<file path="src/rtl/instruction_queue_pkg.sv">
// Shared types for the fetch -> decode instruction queue.
// The issue-entry struct is the same record that fetch produces.
package instruction_queue_pkg;

    localparam int ADDR_W = 17;
    localparam int INST_W = 32;

    typedef struct packed {
        logic [INST_W-1:0] instruction;
        logic              compressed;
        logic [ADDR_W-1:0] pc;
        logic [ADDR_W-1:0] jalr_prediction;
        logic              br_prediction;
    } issue_entry_t;

endpackage

</file>
<file path="src/rtl/instruction_queue_if.sv">
// Fetch-side push handshake and decoder-side issue signals of the instruction queue.
// master = fetch/decoder environment, slave = the queue itself.
interface instruction_queue_if;
    import instruction_queue_pkg::*;

    logic              fetch_valid;
    logic [INST_W-1:0] fetch_instruction;
    logic              fetch_compressed;
    logic [ADDR_W-1:0] fetch_pc;
    logic [ADDR_W-1:0] fetch_jalr_prediction;
    logic              fetch_br_prediction;
    logic              fetch_ready;

    logic              issue_stall;
    logic              instruction_in;
    logic [INST_W-1:0] instruction;
    logic              c_instruction;
    logic [ADDR_W-1:0] pc;
    logic [ADDR_W-1:0] jalr_prediction;
    logic              br_prediction;
    logic              empty;

    modport master (
        output fetch_valid, fetch_instruction, fetch_compressed, fetch_pc,
               fetch_jalr_prediction, fetch_br_prediction, issue_stall,
        input  fetch_ready, instruction_in, instruction, c_instruction, pc,
               jalr_prediction, br_prediction, empty
    );

    modport slave (
        input  fetch_valid, fetch_instruction, fetch_compressed, fetch_pc,
               fetch_jalr_prediction, fetch_br_prediction, issue_stall,
        output fetch_ready, instruction_in, instruction, c_instruction, pc,
               jalr_prediction, br_prediction, empty
    );

endinterface

</file>
<file path="src/rtl/instruction_queue.sv">
// Circular FIFO buffering fetched instructions for the decoder; issues the oldest
// entry at most once per cycle and is emptied by a ROB flush.
module instruction_queue
    import instruction_queue_pkg::*;
#(
    parameter int DEPTH = 8,
    parameter int PTR_W = $clog2(DEPTH)
) (
    input  logic                clk,
    input  logic                rst_n,
    input  logic                rob_rst,
    instruction_queue_if.slave  iq
);

    logic [PTR_W-1:0] head_reg, head_next;
    logic [PTR_W-1:0] tail_reg, tail_next;
    logic [PTR_W:0]   count_reg, count_next;

    logic         full;
    logic         empty_int;
    logic         fetch_ready;
    logic         push;
    logic         pop;
    issue_entry_t fetch_entry;
    issue_entry_t head_entry;

    // Plain register array: the head must be readable in the same cycle it is indexed.
    issue_entry_t entry_mem [DEPTH];

    assign full        = (count_reg == (PTR_W+1)'(DEPTH));
    assign empty_int   = (count_reg == '0);
    // Readiness ignores a same-cycle pop so the full check stays off the issue path.
    assign fetch_ready = !full && !rob_rst;
    assign push        = iq.fetch_valid && fetch_ready;
    assign pop         = !empty_int && !iq.issue_stall && !rob_rst;

    assign fetch_entry = '{
        instruction:     iq.fetch_instruction,
        compressed:      iq.fetch_compressed,
        pc:              iq.fetch_pc,
        jalr_prediction: iq.fetch_jalr_prediction,
        br_prediction:   iq.fetch_br_prediction
    };

    always_comb begin
        head_next  = head_reg;
        tail_next  = tail_reg;
        count_next = count_reg;
        if (rob_rst) begin
            head_next  = '0;
            tail_next  = '0;
            count_next = '0;
        end else begin
            if (push) tail_next = tail_reg + PTR_W'(1);
            if (pop)  head_next = head_reg + PTR_W'(1);
            count_next = count_reg + (PTR_W+1)'(push) - (PTR_W+1)'(pop);
        end
    end

    always_ff @(posedge clk or negedge rst_n) begin
        if (!rst_n) begin
            head_reg  <= '0;
            tail_reg  <= '0;
            count_reg <= '0;
        end else begin
            head_reg  <= head_next;
            tail_reg  <= tail_next;
            count_reg <= count_next;
        end
    end

    // Entry payload is never reset; the pointers alone define what is valid.
    always_ff @(posedge clk) begin
        if (push) entry_mem[tail_reg] <= fetch_entry;
    end

    assign head_entry = entry_mem[head_reg];

    assign iq.fetch_ready     = fetch_ready;
    assign iq.instruction_in  = pop;
    assign iq.empty           = empty_int;
    assign iq.instruction     = head_entry.instruction;
    assign iq.c_instruction   = head_entry.compressed;
    assign iq.pc              = head_entry.pc;
    assign iq.jalr_prediction = head_entry.jalr_prediction;
    assign iq.br_prediction   = head_entry.br_prediction;

endmodule

</file>
<file path="src/flat_wrapper.sv">
// flat-port wrapper written by rule: the top's interface ports become plain ports
module instruction_queue_flat import instruction_queue_pkg::*;
#(
    parameter int DEPTH = 8,
    parameter int PTR_W = $clog2(DEPTH)
)
  (clk, rst_n, rob_rst, iq_fetch_valid, iq_fetch_instruction, iq_fetch_compressed, iq_fetch_pc, iq_fetch_jalr_prediction, iq_fetch_br_prediction, iq_issue_stall, iq_fetch_ready, iq_instruction_in, iq_instruction, iq_c_instruction, iq_pc, iq_jalr_prediction, iq_br_prediction, iq_empty);
  instruction_queue_if iq_i ();
  input  logic clk;
  input  logic rst_n;
  input  logic rob_rst;
  input wire logic [$bits(iq_i.fetch_valid)-1:0] iq_fetch_valid;
  input wire logic [$bits(iq_i.fetch_instruction)-1:0] iq_fetch_instruction;
  input wire logic [$bits(iq_i.fetch_compressed)-1:0] iq_fetch_compressed;
  input wire logic [$bits(iq_i.fetch_pc)-1:0] iq_fetch_pc;
  input wire logic [$bits(iq_i.fetch_jalr_prediction)-1:0] iq_fetch_jalr_prediction;
  input wire logic [$bits(iq_i.fetch_br_prediction)-1:0] iq_fetch_br_prediction;
  input wire logic [$bits(iq_i.issue_stall)-1:0] iq_issue_stall;
  output wire logic [$bits(iq_i.fetch_ready)-1:0] iq_fetch_ready;
  output wire logic [$bits(iq_i.instruction_in)-1:0] iq_instruction_in;
  output wire logic [$bits(iq_i.instruction)-1:0] iq_instruction;
  output wire logic [$bits(iq_i.c_instruction)-1:0] iq_c_instruction;
  output wire logic [$bits(iq_i.pc)-1:0] iq_pc;
  output wire logic [$bits(iq_i.jalr_prediction)-1:0] iq_jalr_prediction;
  output wire logic [$bits(iq_i.br_prediction)-1:0] iq_br_prediction;
  output wire logic [$bits(iq_i.empty)-1:0] iq_empty;
  assign iq_i.fetch_valid = iq_fetch_valid;
  assign iq_i.fetch_instruction = iq_fetch_instruction;
  assign iq_i.fetch_compressed = iq_fetch_compressed;
  assign iq_i.fetch_pc = iq_fetch_pc;
  assign iq_i.fetch_jalr_prediction = iq_fetch_jalr_prediction;
  assign iq_i.fetch_br_prediction = iq_fetch_br_prediction;
  assign iq_i.issue_stall = iq_issue_stall;
  assign iq_fetch_ready = iq_i.fetch_ready;
  assign iq_instruction_in = iq_i.instruction_in;
  assign iq_instruction = iq_i.instruction;
  assign iq_c_instruction = iq_i.c_instruction;
  assign iq_pc = iq_i.pc;
  assign iq_jalr_prediction = iq_i.jalr_prediction;
  assign iq_br_prediction = iq_i.br_prediction;
  assign iq_empty = iq_i.empty;
  instruction_queue #(.DEPTH(DEPTH), .PTR_W(PTR_W)) u_core (.clk(clk), .rst_n(rst_n), .rob_rst(rob_rst), .iq(iq_i));
endmodule
</file>
<file path="config.mk">
export PLATFORM = sky130hd
export DESIGN_NAME = instruction_queue_flat
export DESIGN_NICKNAME = d
export VERILOG_FILES = /design/src/rtl/instruction_queue_pkg.sv /design/src/rtl/instruction_queue_if.sv /design/src/rtl/instruction_queue.sv /design/src/flat_wrapper.sv
export SDC_FILE = /design/constraint.sdc
export NUM_CORES = 1
export LEC_CHECK = 0
export ABC_AREA = 0
export ABC_CLOCK_PERIOD_IN_PS = 7000
export CAP_MARGIN = 15
export CORE_MARGIN = 3
export CORE_UTILIZATION = 55
export CTS_BUF_LIST = sky130_fd_sc_hd__clkbuf_4
export CTS_CLUSTER_DIAMETER = 200
export DETAILED_ROUTE_END_ITERATION = 12
export PLACE_DENSITY = 0.79
export SLEW_MARGIN = 40
export SYNTH_ARGS = -nofsm -noshare
export SYNTH_HDL_FRONTEND = slang
export SYNTH_SLANG_ARGS = --single-unit
</file>
<file path="constraint.sdc">
create_clock -name clk -period 7 [get_ports clk]
set_input_delay 1.05 -clock clk [delete_from_list [all_inputs] [get_ports clk]]
set_output_delay 1.05 -clock clk [all_outputs]
set_load 0.1 [all_outputs]
</file>
=== After elaboration in Yosys (flattened, before gate mapping) ===
Memory sizes are Yosys's and may differ from the RTL's.
Cells that the tools add are included.

* Equality and inequality tests: 1
* $add $sub $neg: 4
* Muxes and demuxes: 7
* Reduce and logical (&&, ||, !) cells: 11

{| class="wikitable"
|+ Operator list
! cell !! number
|-
| 2-to-1 mux 3 bit || 4
|-
| adder 3 x 1 -> 3 bit (second input constant) || 2
|-
| adder 4 x 1 -> 4 bit || 1
|-
| == test 4 bit (second input constant) || 1
|-
| logical AND 1 bit || 4
|-
| logical NOT 1 bit || 4
|-
| logical NOT 4 bit || 1
|-
| 2-to-1 mux 4 bit || 1
|-
| nonzero test 2 bit || 2
|-
| subtractor 4 x 1 -> 4 bit || 1
|-
| 2-to-1 mux 1 bit || 2
|}

* Memory bits (writable): 544
* Flip-flop bits (word level): 10
* Memories kept: 1
* Bits of input ports: 73
* Word-level logic and storage cells: 27

{| class="wikitable"
|+ Memories
! name !! words !! width !! rd ports !! clocked after Yosys merged registers in !! write ports !! line !! source
|-
| u_core.entry_mem || 8 || 68 || 1 || 0 || 1 || instruction_queue.sv:28 || <nowiki>issue_entry_t entry_mem [DEPTH];</nowiki>
|}

=== Logic depth before layout (Yosys ltp) ===
Gate-level depths: netlist of run 1.

* Word-level depth: 7
* Depth in mapped cells: 10
* Depth with buffers taken out: 10

=== Least setup slack after synthesis of run 1 ===
Ideal clock, no wire load.

* Path type: in2reg
* Start point: input rob_rst
* End point: memory u_core.entry_mem[0][0] (netlist bit), enable pin
* Arrival: 6.294 ns
* Path slack: 0.129 ns
* Stages: 2
* Library setup time: 0.577 ns
* Data required time: 6.423 ns
* Path through: or4_1 nor3_1

* Longest elaborated chain between the ends: 5

{| class="wikitable"
|+ RTL lines
! what !! line !! source
|-
| start, declared || flat_wrapper.sv:11 || <nowiki>input logic rob_rst;</nowiki>
|-
| logical NOT 1 bit || instruction_queue.sv:33 || <nowiki>assign fetch_ready = !full && !rob_rst;</nowiki>
|-
| logical AND 1 bit || instruction_queue.sv:33 ||
|-
| logical AND 1 bit || instruction_queue.sv:34 || <nowiki>assign push = iq.fetch_valid && fetch_ready;</nowiki>
|-
| 2-to-1 mux 1 bit || instruction_queue.sv:74 || <nowiki>if (push) entry_mem[tail_reg] <= fetch_entry;</nowiki>
|-
| 2-to-1 mux 1 bit (not written as such) || instruction_queue.sv:74 ||
|-
| end, declared || instruction_queue.sv:28 ||
|}

Every way passes these cells.

=== Worst setup path after layout of run 1 ===
* Start point: register u_core.head_reg[1]
* End point: output iq_jalr_prediction[10]

* Longest elaborated chain between the ends: 1

{| class="wikitable"
|+ RTL lines
! what !! line !! source
|-
| start, declared || instruction_queue.sv:15 || <nowiki>logic [PTR_W-1:0] head_reg, head_next;</nowiki>
|-
| start signal, assigned || instruction_queue.sv:66 || <nowiki>head_reg <= head_next;</nowiki>
|-
| memory (8 x 68 bit) || -- ||
|-
| end, declared || flat_wrapper.sv:24 || <nowiki>output wire logic [$bits(iq_i.jalr_prediction)-1:0] iq_jalr_prediction;</nowiki>
|}

Every way passes these cells.

==> flow_summary.toml, run 1 <==
[clock_network]
h-tree-depth = 4
clk_latency_ns = 0.79
cts_hold_buf = 0
cts_tree = "built"
post_cts_buffers = 0
clk_pin_slew_worst_paths_ns = 0.06
cts-root-buf = "clkbuf_4"
clock-sinks = 554
cts_max_path_buffers = 3
cts_buffers = 137
post_cts_resized = 0

[worst_setup_path]
start_kind = "register"
rrSetupSlack_ns = 4.19
worstPathMaxFanout = 68
cp-end-kind = "output port"
crit_required_ns = 5.95
crit_arrival_ns = 3.26
crit_buf_inv = 2
r2r-end = "u_core.entry_mem[6][30]$_DFFE_PP_"
critPathKind = "register to output port"
critPathMaxStageDelay_ns = 0.70
path_cells = "buf_12, mux4_2, mux2_2, buf_2"
reg2regPathDepth = 7
crit_slowest_cell = "dfrtp_4"
rr_startpoint = "u_core.count_reg[2]$_DFF_PN0_"
crit_family = "multiplexers"

[final_layout]
largest_reg_flops = 544
drive_gt1_share_pct = 43.08
finalInstanceArea_um2 = 24620
multiInputGateArea_um2 = 4279
area.sequential_um2 = 16600
layout_common_cells = "544 x edfxtp_1, 196 x clkbuf_4, 136 x mux4_2"
finish.net_count = 1212
syn_to_final_growth_pct = 16.77
fillerInstances = 2489
final_common_cell = "edfxtp_1"

[yosys]
ys_types = 28
syn_avg_cell_area_um2 = 24.43
syn_nets = 945
synthCells = 863
synth-seq-area-share_pct = 78.68
ys_ff_latch = 554
mappedNetlistArea_um2 = 21080
yosysWarnings = 0

[power_and_ir_drop]
p_sw_mw = 2.815
power_density_nw_per_um2 = 346.1
vdd_drop_max_uv = 251.6
p_int_mw = 5.703
p_seq_share_pct = 45.1
swShare_pct = 33.05
clkPwrFrac_pct = 30.2
pwr-share-comb_pct = 24.7
p_leak_nw = 7.885

[die]
start_util_pct = 55.84
die_h_um = 201.8
io_pins = 144
fp-row-count = 71
core_area_um2 = 37760
die_w_um = 201.8
dieArea_um2 = 40720

[global_routing]
grt_pass1_vias = 10620
antenna_found_initial = 6
grt_use_total_pct = 20.27
grt-ovfl-total = 0
grt_max_degree = 81
grt_first_pass_wirelength_mm = 61.48

[drt]
wire_per_inst_um = 23.03
vias = 9905
post_drt_via_cell_ratio = 5.712
firstDrtPassIters = 5
first_iter_violations = 636
detail_route.wirelength_mm = 39.94
final_antenna_net_count = 0
route.detailed.drc = 0

[timing]
skew_ns = 0.04805
fmax_mhz = 231.8
rsz0062_at_grt = "no"
finalHoldViolations = 0
tightest_slew_ns = 0.8197
fin_crit_ns = 4.313
setup-tns-final_ns = 0
fin_ws_ns = 2.687
worst_hold_slack_ns = 0.6075
finalCritPeriodShare_pct = 61.62
slew_viol_final = 0
slew_headroom_pct = 45.35
finalSetupViolations = 0

[placed_design]
dp_slack_ns = 3.113
globalplace.congestion = 0.7135
port_buffers = 143
hpwl_mm = 21.25
dpl_cell_area_um2 = 22890

[outcome]
outcome = "finished clean"

[min_path]
hold_class = "input pin to async pin"

[run]
drv_cap = 0
synthesized netlist by cell type, drive strengths merged:
library cell	number	area share [%]
mux2	68	3.6
inv	8	0.14
o41ai	1	0.042
clkbuf	14	0.25
fa	1	0.095
nand4b	1	0.042
ha	8	0.47
or3b	1	0.042
nand2	3	0.053
xnor2	1	0.042
or3	3	0.089
nor3	4	0.095
buf	25	0.92
dfrtp	10	1.2
nand2b	4	0.12
nor2	9	0.16
o21ai	6	0.14
nor3b	2	0.071
a21oi	6	0.14
nand3	2	0.047
or4	1	0.036
a31o	1	0.042
nor2b	4	0.12
edfxtp	544	77
mux4	136	15
worst register-to-register path, cell delays in order (launching register included):
cell and delay [ns]:
dfrtp_1 0.36, inv_1 0.09, ha_1 0.22, nor3b_1 0.20, or4_1 0.63, nor2_4 0.39, buf_8 0.22, buf_12 0.31
kinds of logic (layout without fill, tap and decap cells):
| group | count (synthesis) | in the layout | share of synthesized area [%] |
|---|---|---|---|
| AO/OA/AOI/OAI | 14 | 14 | 0.3680 |
| XOR/XNOR | 1 | 1 | 0.04155 |
| adder cells (fa/ha/maj) | 9 | 9 | 0.5698 |
| buffers and inverters | 47 | 405 | 1.312 |
| flip-flops | 554 | 554 | 78.68 |
| multiplexers | 204 | 204 | 18.16 |
| other | 0 | 2 | 0 |
| AND/OR/NAND/NOR | 34 | 34 | 0.8724 |
per-layer routing:
layer | global-route usage, % | wire [µm] | vias to the layer above
li1 | - | - | 4312
met1 | 26.48 | 15630 | 5166
met2 | 32.75 | 20450 | 343
met3 | 5.637 | 2752 | 74
met4 | 8.423 | 1032 | 10
met5 | 0 | 72 | -
power by group through the flow:
stage               clock [mW]  combinational (mW)  sequential, mW
finish                    2.57                2.10            3.85
global route              2.83                2.19            3.86
CTS                       2.65                2.11            3.86
detailed placement           0                2.10            3.93
global placement             0                2.23            3.92
floorplan                    0                1.79            3.86
area by class of cell:
cell class / count / share of cell area [%]
sequential: 554 / 67.42
multi-input combinational: 262 / 17.38
clock buffer: 196 / 5.977
timing repair buffer: 167 / 5.550
tap: 511 / 2.597
clock inverter: 34 / 0.9251
inverter: 8 / 0.1220
antenna: 2 / 0.02033
metrics by stage:
stage                     util [%]  power (mW)  std cells
after floorplan                  -       5.654        863
after global placement       61.36       6.156       1497
after detailed placement     60.62       6.028       1501
after CTS                    65.12       8.618       1731
after global routing         65.20       8.884       1734
final                        65.20       8.519       1734
worst max-delay path by stage:
| stage | from | end | slack [ns] | depth (start not counted) |
|---|---|---|---|---|
| 2_1_floorplan | rob_rst | u_core.entry_mem[0][0]$_DFFE_PP_ | 0.13 | 2 |
| 3_3_place_gp | u_core.head_reg[1]$_DFFE_PN0P_ | iq_jalr_prediction[10] | 2.47 | 4 |
| 3_5_place_dp | rob_rst | u_core.entry_mem[6][19]$_DFFE_PP_ | 3.11 | 5 |
| 4_1_cts | u_core.head_reg[1]$_DFFE_PN0P_ | iq_jalr_prediction[10] | 2.27 | 4 |
| 5_1_grt | u_core.head_reg[1]$_DFFE_PN0P_ | iq_jalr_prediction[10] | 2.44 | 4 |
| 6_report | u_core.head_reg[1]$_DFFE_PN0P_ | iq_jalr_prediction[10] | 2.69 | 4 |
Note: power is estimated with default switching activity, not from simulation.
==> inputs of run 2 (changes only) <==
--- a/config.mk
+++ b/config.mk
@@ -6,14 +6,14 @@
 export NUM_CORES = 1
 export LEC_CHECK = 0
 export ABC_AREA = 0
-export ABC_CLOCK_PERIOD_IN_PS = 7000
+export ABC_CLOCK_PERIOD_IN_PS = 3500
 export CAP_MARGIN = 15
 export CORE_MARGIN = 3
 export CORE_UTILIZATION = 55
 export CTS_BUF_LIST = sky130_fd_sc_hd__clkbuf_4
 export CTS_CLUSTER_DIAMETER = 200
 export DETAILED_ROUTE_END_ITERATION = 12
-export PLACE_DENSITY = 0.79
+export PLACE_DENSITY = 0.82
 export SLEW_MARGIN = 40
 export SYNTH_ARGS = -nofsm -noshare
 export SYNTH_HDL_FRONTEND = slang
==> constraint.sdc (replaced) <==
create_clock -name clk -period 3.5 [get_ports clk]
set_input_delay 0.525 -clock clk [delete_from_list [all_inputs] [get_ports clk]]
set_output_delay 0.525 -clock clk [all_outputs]
set_load 0.1 [all_outputs]
==> run 2 against run 1 <==
Sequential power increased by 99%. Core utilization increased by 2.8 points. Critical path depth unchanged. Clock skew increased by 0.0015 ns. Combinational power increased by 150%. Global-route usage increased by 0.47 points.
==> flow_summary.toml, run 2 (synthesized netlist as in run 1, its figures left out) <==
[final_layout]
syn_to_final_growth_pct = 21.72
fillerInstances = 2266
final_common_cell = "edfxtp_1"
finalInstanceArea_um2 = 25660
finish.net_count = 1217
largest_reg_flops = 544
finalNonFillerCells = 1744
utilization_pct = 67.97
drive_gt1_share_pct = 42.85
layout_common_cells = "544 x edfxtp_1, 186 x clkbuf_4, 136 x mux4_2"

[power_and_ir_drop]
power_density_nw_per_um2 = 702.9
vdd_drop_max_uv = 728.1
p_total_mw = 18.04
p_leak_nw = 8.246

[worst_setup_path]
crit_required_ns = 2.97
cp-end-kind = "output port"
worstPathMaxFanout = 25
critPathMaxStageDelay_ns = 0.55
crit_slowest_cell = "dfrtp_4"
path_cells = "bufbuf_16, mux4_2, mux2_2, buf_4"
crit_arrival_ns = 2.81
start_kind = "register"
critPathKind = "register to output port"

[timing]
finalCritPeriodShare_pct = 95.42
tightest_slew_ns = 0.6635
slew_viol_final = 0
skew_ns = 0.04956
finalHoldViolations = 0
fmax_mhz = 299.4
slew_headroom_pct = 55.67
fin_ws_ns = 0.1603
rsz0062_at_grt = "no"
finalSetupViolations = 0
fin_crit_ns = 3.340

[global_routing]
grt-ovfl-total = 0
met2_usage_pct = 32.68
grt_pass1_vias = 10820
antenna_found_initial = 6
top_usage_layer = "met2"
use_met3_pct = 6.313
grt_max_degree = 69
grt_first_pass_wirelength_mm = 63.51
grt_use_total_pct = 20.74
grt_use_met1_pct = 28.17

[die]
start_util_pct = 55.84
core_area_um2 = 37760
io_pins = 144
dieArea_um2 = 40720
fp-row-count = 71
die_h_um = 201.8
die_w_um = 201.8

[clock_network]
cts_hold_buf = 0
clock-sinks = 554
cts_tree = "built"
clk_latency_ns = 0.76
clk_pin_slew_worst_paths_ns = 0.07
cts-root-buf = "clkbuf_4"
cts_buffers = 133
cts_max_path_buffers = 3
h-tree-depth = 4

[placed_design]
hpwl_mm = 22.34
port_buffers = 143
globalplace.congestion = 0.7284
dp_slack_ns = 0.4899
dpl_cell_area_um2 = 23840
dp.cells = 1504

[min_path]
hold_class = "input pin to async pin"

[drt]
first_iter_violations = 784
vias = 9939
route.detailed.drc = 0
final_antenna_net_count = 0
detail_route.wirelength_mm = 41.09
post_drt_via_cell_ratio = 5.699
wire_per_inst_um = 23.56
firstDrtPassIters = 5

[outcome]
outcome = "finished clean"

[run]
drv_cap = 0
run 2: final timing paths:
check | start | endpoint | cells past startpoint | slack [ns]
worst min register to register | u_core.tail_reg[2]$_DFFE_PN0P_ | u_core.tail_reg[2]$_DFFE_PN0P_ | 2 | 0.71
worst min-delay path | rst_n | u_core.head_reg[1]$_DFFE_PN0P_ | 1 | 0.08
worst max register to register | u_core.count_reg[2]$_DFF_PN0_ | u_core.entry_mem[0][17]$_DFFE_PP_ | 6 | 0.87
max in group asynchronous | rst_n | u_core.head_reg[0]$_DFFE_PN0P_ | 1 | 3.05
min in group clk | iq_fetch_valid | u_core.tail_reg[1]$_DFFE_PN0P_ | 3 | 0.44
worst max-delay path | u_core.head_reg[1]$_DFFE_PN0P_ | iq_instruction[30] | 4 | 0.16
run 2: metal layers:
layer,part of all wire (%),vias to the layer above,wire length (µm)
met5,0.10,-,41
met4,1.9,6,774
met3,7.6,69,3128
met2,51,396,20820
met1,40,5145,16320
li1,-,4323,-
run 2: metrics by stage:
stage	hold WS, ns	setup TNS, ns
after floorplan	0.2294	-279.56
after global placement	0.6576	0
after detailed placement	0.6994	0
after CTS	0.03376	0
after global routing	0.06387	0
final	0.08194	0
run 2: worst max-delay path, delay by kind of cell, from the launching register on:
| family | cells | cell delay, ns |
|---|---|---|
| multiplexers | 2 | 0.82 |
| flip-flops | 1 | 0.55 |
| buffers and inverters | 2 | 0.66 |
run 2: power by group:
group          internal [mW]  switching [mW]  total, mW
combinational           1.93            3.31       5.24
sequential              7.51           0.147       7.66
clock                   2.76            2.38       5.14
total                   12.2            5.84       18.0
run 2: what timing repair did:
item | CTS | global route
setup buffers | 6 | 0
hold endpoints to repair | 0 | 0
setup endpoints to repair | 51 | 0
resized for setup | 2 | 0
run 2: layout make-up:
| cell class | instances | area (µm²) | share of cell area [%] |
|---|---|---|---|
| flip-flops and latches | 554 | 16600 | 64.68 |
| inverters | 8 | 30.03 | 0.1170 |
| repair buffers | 176 | 2389 | 9.308 |
| clock inverters | 44 | 299.0 | 1.165 |
| multi-input cells | 262 | 4303 | 16.77 |
| clock buffers | 186 | 1396 | 5.442 |
| well taps | 511 | 639.4 | 2.492 |
| diodes | 3 | 7.507 | 0.02926 |
==> inputs of run 3 (changes only) <==
--- a/config.mk
+++ b/config.mk
@@ -5,7 +5,6 @@
 export SDC_FILE = /design/constraint.sdc
 export NUM_CORES = 1
 export LEC_CHECK = 0
-export ABC_AREA = 0
 export ABC_CLOCK_PERIOD_IN_PS = 3500
 export CAP_MARGIN = 15
 export CORE_MARGIN = 3
@@ -13,6 +12,7 @@
 export CTS_BUF_LIST = sky130_fd_sc_hd__clkbuf_4
 export CTS_CLUSTER_DIAMETER = 200
 export DETAILED_ROUTE_END_ITERATION = 12
+export GPL_TIMING_DRIVEN = 0
 export PLACE_DENSITY = 0.82
 export SLEW_MARGIN = 40
 export SYNTH_ARGS = -nofsm -noshare
==> run 3 against run 2 <==
Die area is the same. Non-clock buffer count grew 53. Sequential cell count is the same. Register-to-register slack lost 0.52 ns. Global-route usage grew 1.3 points. Clock power grew 2%. Clock skew is essentially flat. Wire length grew 6.3%. Combinational power shrank 14%. Setup slack lost 0.045 ns. Largest cell class unchanged. Largest power group unchanged. Total power shrank 3.8%.
==> flow_summary.toml, run 3 (synthesized netlist as in run 1, its figures left out) <==
[drt]
vias = 10410
firstDrtPassIters = 5
final_antenna_net_count = 0
post_drt_via_cell_ratio = 5.767
detail_route.wirelength_mm = 43.66
first_iter_violations = 903
route.detailed.drc = 0
wire_per_inst_um = 24.19

[worst_setup_path]
path_cells = "buf_6, buf_6, mux4_2, mux2_2, buf_2"
crit_slowest_cell = "mux4_2"
reg2regPathDepth = 9
rr_startpoint = "u_core.count_reg[2]$_DFF_PN0_"
worstPathMaxFanout = 10
cp-end-kind = "output port"
crit_arrival_ns = 2.86
r2r-end = "u_core.entry_mem[0][29]$_DFFE_PP_"
rrSetupSlack_ns = 0.35
critPathMaxStageDelay_ns = 0.54
start_kind = "register"
crit_top_cell = "buf_6"
crit_required_ns = 2.97
critPathKind = "register to output port"
worstSetupStartpoint = "u_core.head_reg[1]$_DFFE_PN0P_"

[placed_design]
dp_slack_ns = -0.07197
port_buffers = 143
globalplace.congestion = 0.7287
hpwl_mm = 27.97

[clock_network]
clk_pin_slew_worst_paths_ns = 0.06
h-tree-depth = 4
clk_latency_ns = 0.82
cts_buffers = 139
cts-root-buf = "clkbuf_4"
clock-sinks = 554
cts_max_path_buffers = 3
cts_tree = "built"

[timing]
fmax_mhz = 295.4
rsz0062_at_grt = "no"
worst_hold_slack_ns = 0.4346
skew_ns = 0.04990
slew_headroom_pct = 53.24
finalSetupViolations = 0
finalCritPeriodShare_pct = 96.71
tightest_slew_ns = 0.6999
setup-tns-final_ns = 0
fin_crit_ns = 3.385
fin_ws_ns = 0.1153
finalHoldViolations = 0
slew_viol_final = 0

[global_routing]
grt_pass1_vias = 11110
grt-ovfl-total = 0
grt_max_degree = 17
grt_use_total_pct = 22.07
antenna_found_initial = 1
grt_first_pass_wirelength_mm = 66.36

[power_and_ir_drop]
power_density_nw_per_um2 = 681.2
vdd_drop_max_uv = 653.8
p_leak_nw = 8.332

[final_layout]
largest_reg_flops = 544
drive_gt1_share_pct = 45.28
layout_common_cells = "544 x edfxtp_1, 202 x clkbuf_4, 136 x mux4_2"
finish.net_count = 1276
final_common_cell = "edfxtp_1"
syn_to_final_growth_pct = 20.82
utilization_pct = 67.46

[die]
fp-row-count = 71
io_pins = 144
core_area_um2 = 37760
start_util_pct = 55.84
dieArea_um2 = 40720
die_w_um = 201.8
die_h_um = 201.8

[min_path]
hold_depth = 1
hold_end = "u_core.entry_mem[5][18]$_DFFE_PP_"
min_from = "iq_fetch_pc[0]"
hold_class = "input pin to register"

[run]
drv_cap = 0

[outcome]
outcome = "finished clean"
run 3: worst max path at each step:
| stage | depth (start not counted) | slack, ns | endpoint |
|---|---|---|---|
| 5_1_grt | 5 | 0.002 | iq_pc[0] |
| 4_1_cts | 5 | 0.002 | iq_instruction[2] |
| 2_1_floorplan | 5 | -1.09 | u_core.entry_mem[2][0]$_DFFE_PP_ |
| 3_3_place_gp | 3 | -4.38 | u_core.entry_mem[2][36]$_DFFE_PP_ |
| 3_5_place_dp | 7 | -0.07 | u_core.entry_mem[0][36]$_DFFE_PP_ |
| 6_report | 5 | 0.12 | iq_pc[0] |
run 3: final cells by class:
type | count | area, µm²
sequential | 554 | 16590
fill | 2316 | 12280
multi-input combinational | 262 | 4303
timing repair buffer | 190 | 1883
clock buffer | 195 | 1464
tap | 511 | 639.4
buffer | 39 | 295.3
clock inverter | 44 | 265.3
inverter | 8 | 30.03
antenna | 2 | 5.005
run 3: report_power, final:
| part | switching [mW] | total (mW) | internal (mW) |
|---|---|---|---|
| registers | 0.0719 | 7.58 | 7.51 |
| clock network | 2.45 | 5.24 | 2.80 |
| logic | 3.29 | 4.53 | 1.23 |
| total | 5.81 | 17.3 | 11.5 |
run 3: per-layer routing:
metal | share of wire [%] | vias up | track usage, %
met5 | 0 | - | 0
met4 | 2.1 | 0 | 7.949
met3 | 7.6 | 79 | 5.862
met2 | 51 | 483 | 35.53
met1 | 39 | 5402 | 29.76
li1 | - | 4445 | -
run 3: stage by stage:
stage                     std cells  total power, mW  cell area [µm²]
after floorplan                 863            11.32            21120
after global placement         1517            12.43            23190
after detailed placement       1563            12.25            23670
after CTS                      1803            17.53            25440
after global routing           1804            18.07            25470
final                          1805            17.35            25470
run 3: worst max-delay path: cells and delay by family (launching register included):
kind     cells  cell delay (ns)
buf+inv      3             0.77
mux          2             0.83
flops        1             0.43
run 3: repair_timing:
action | CTS | global route
endpoints found under the hold margin | 2 | 0
setup endpoints to repair | 68 | 16
resized for setup | 23 | 12
hold buffers | 1 | 0
setup buffers | 0 | 0
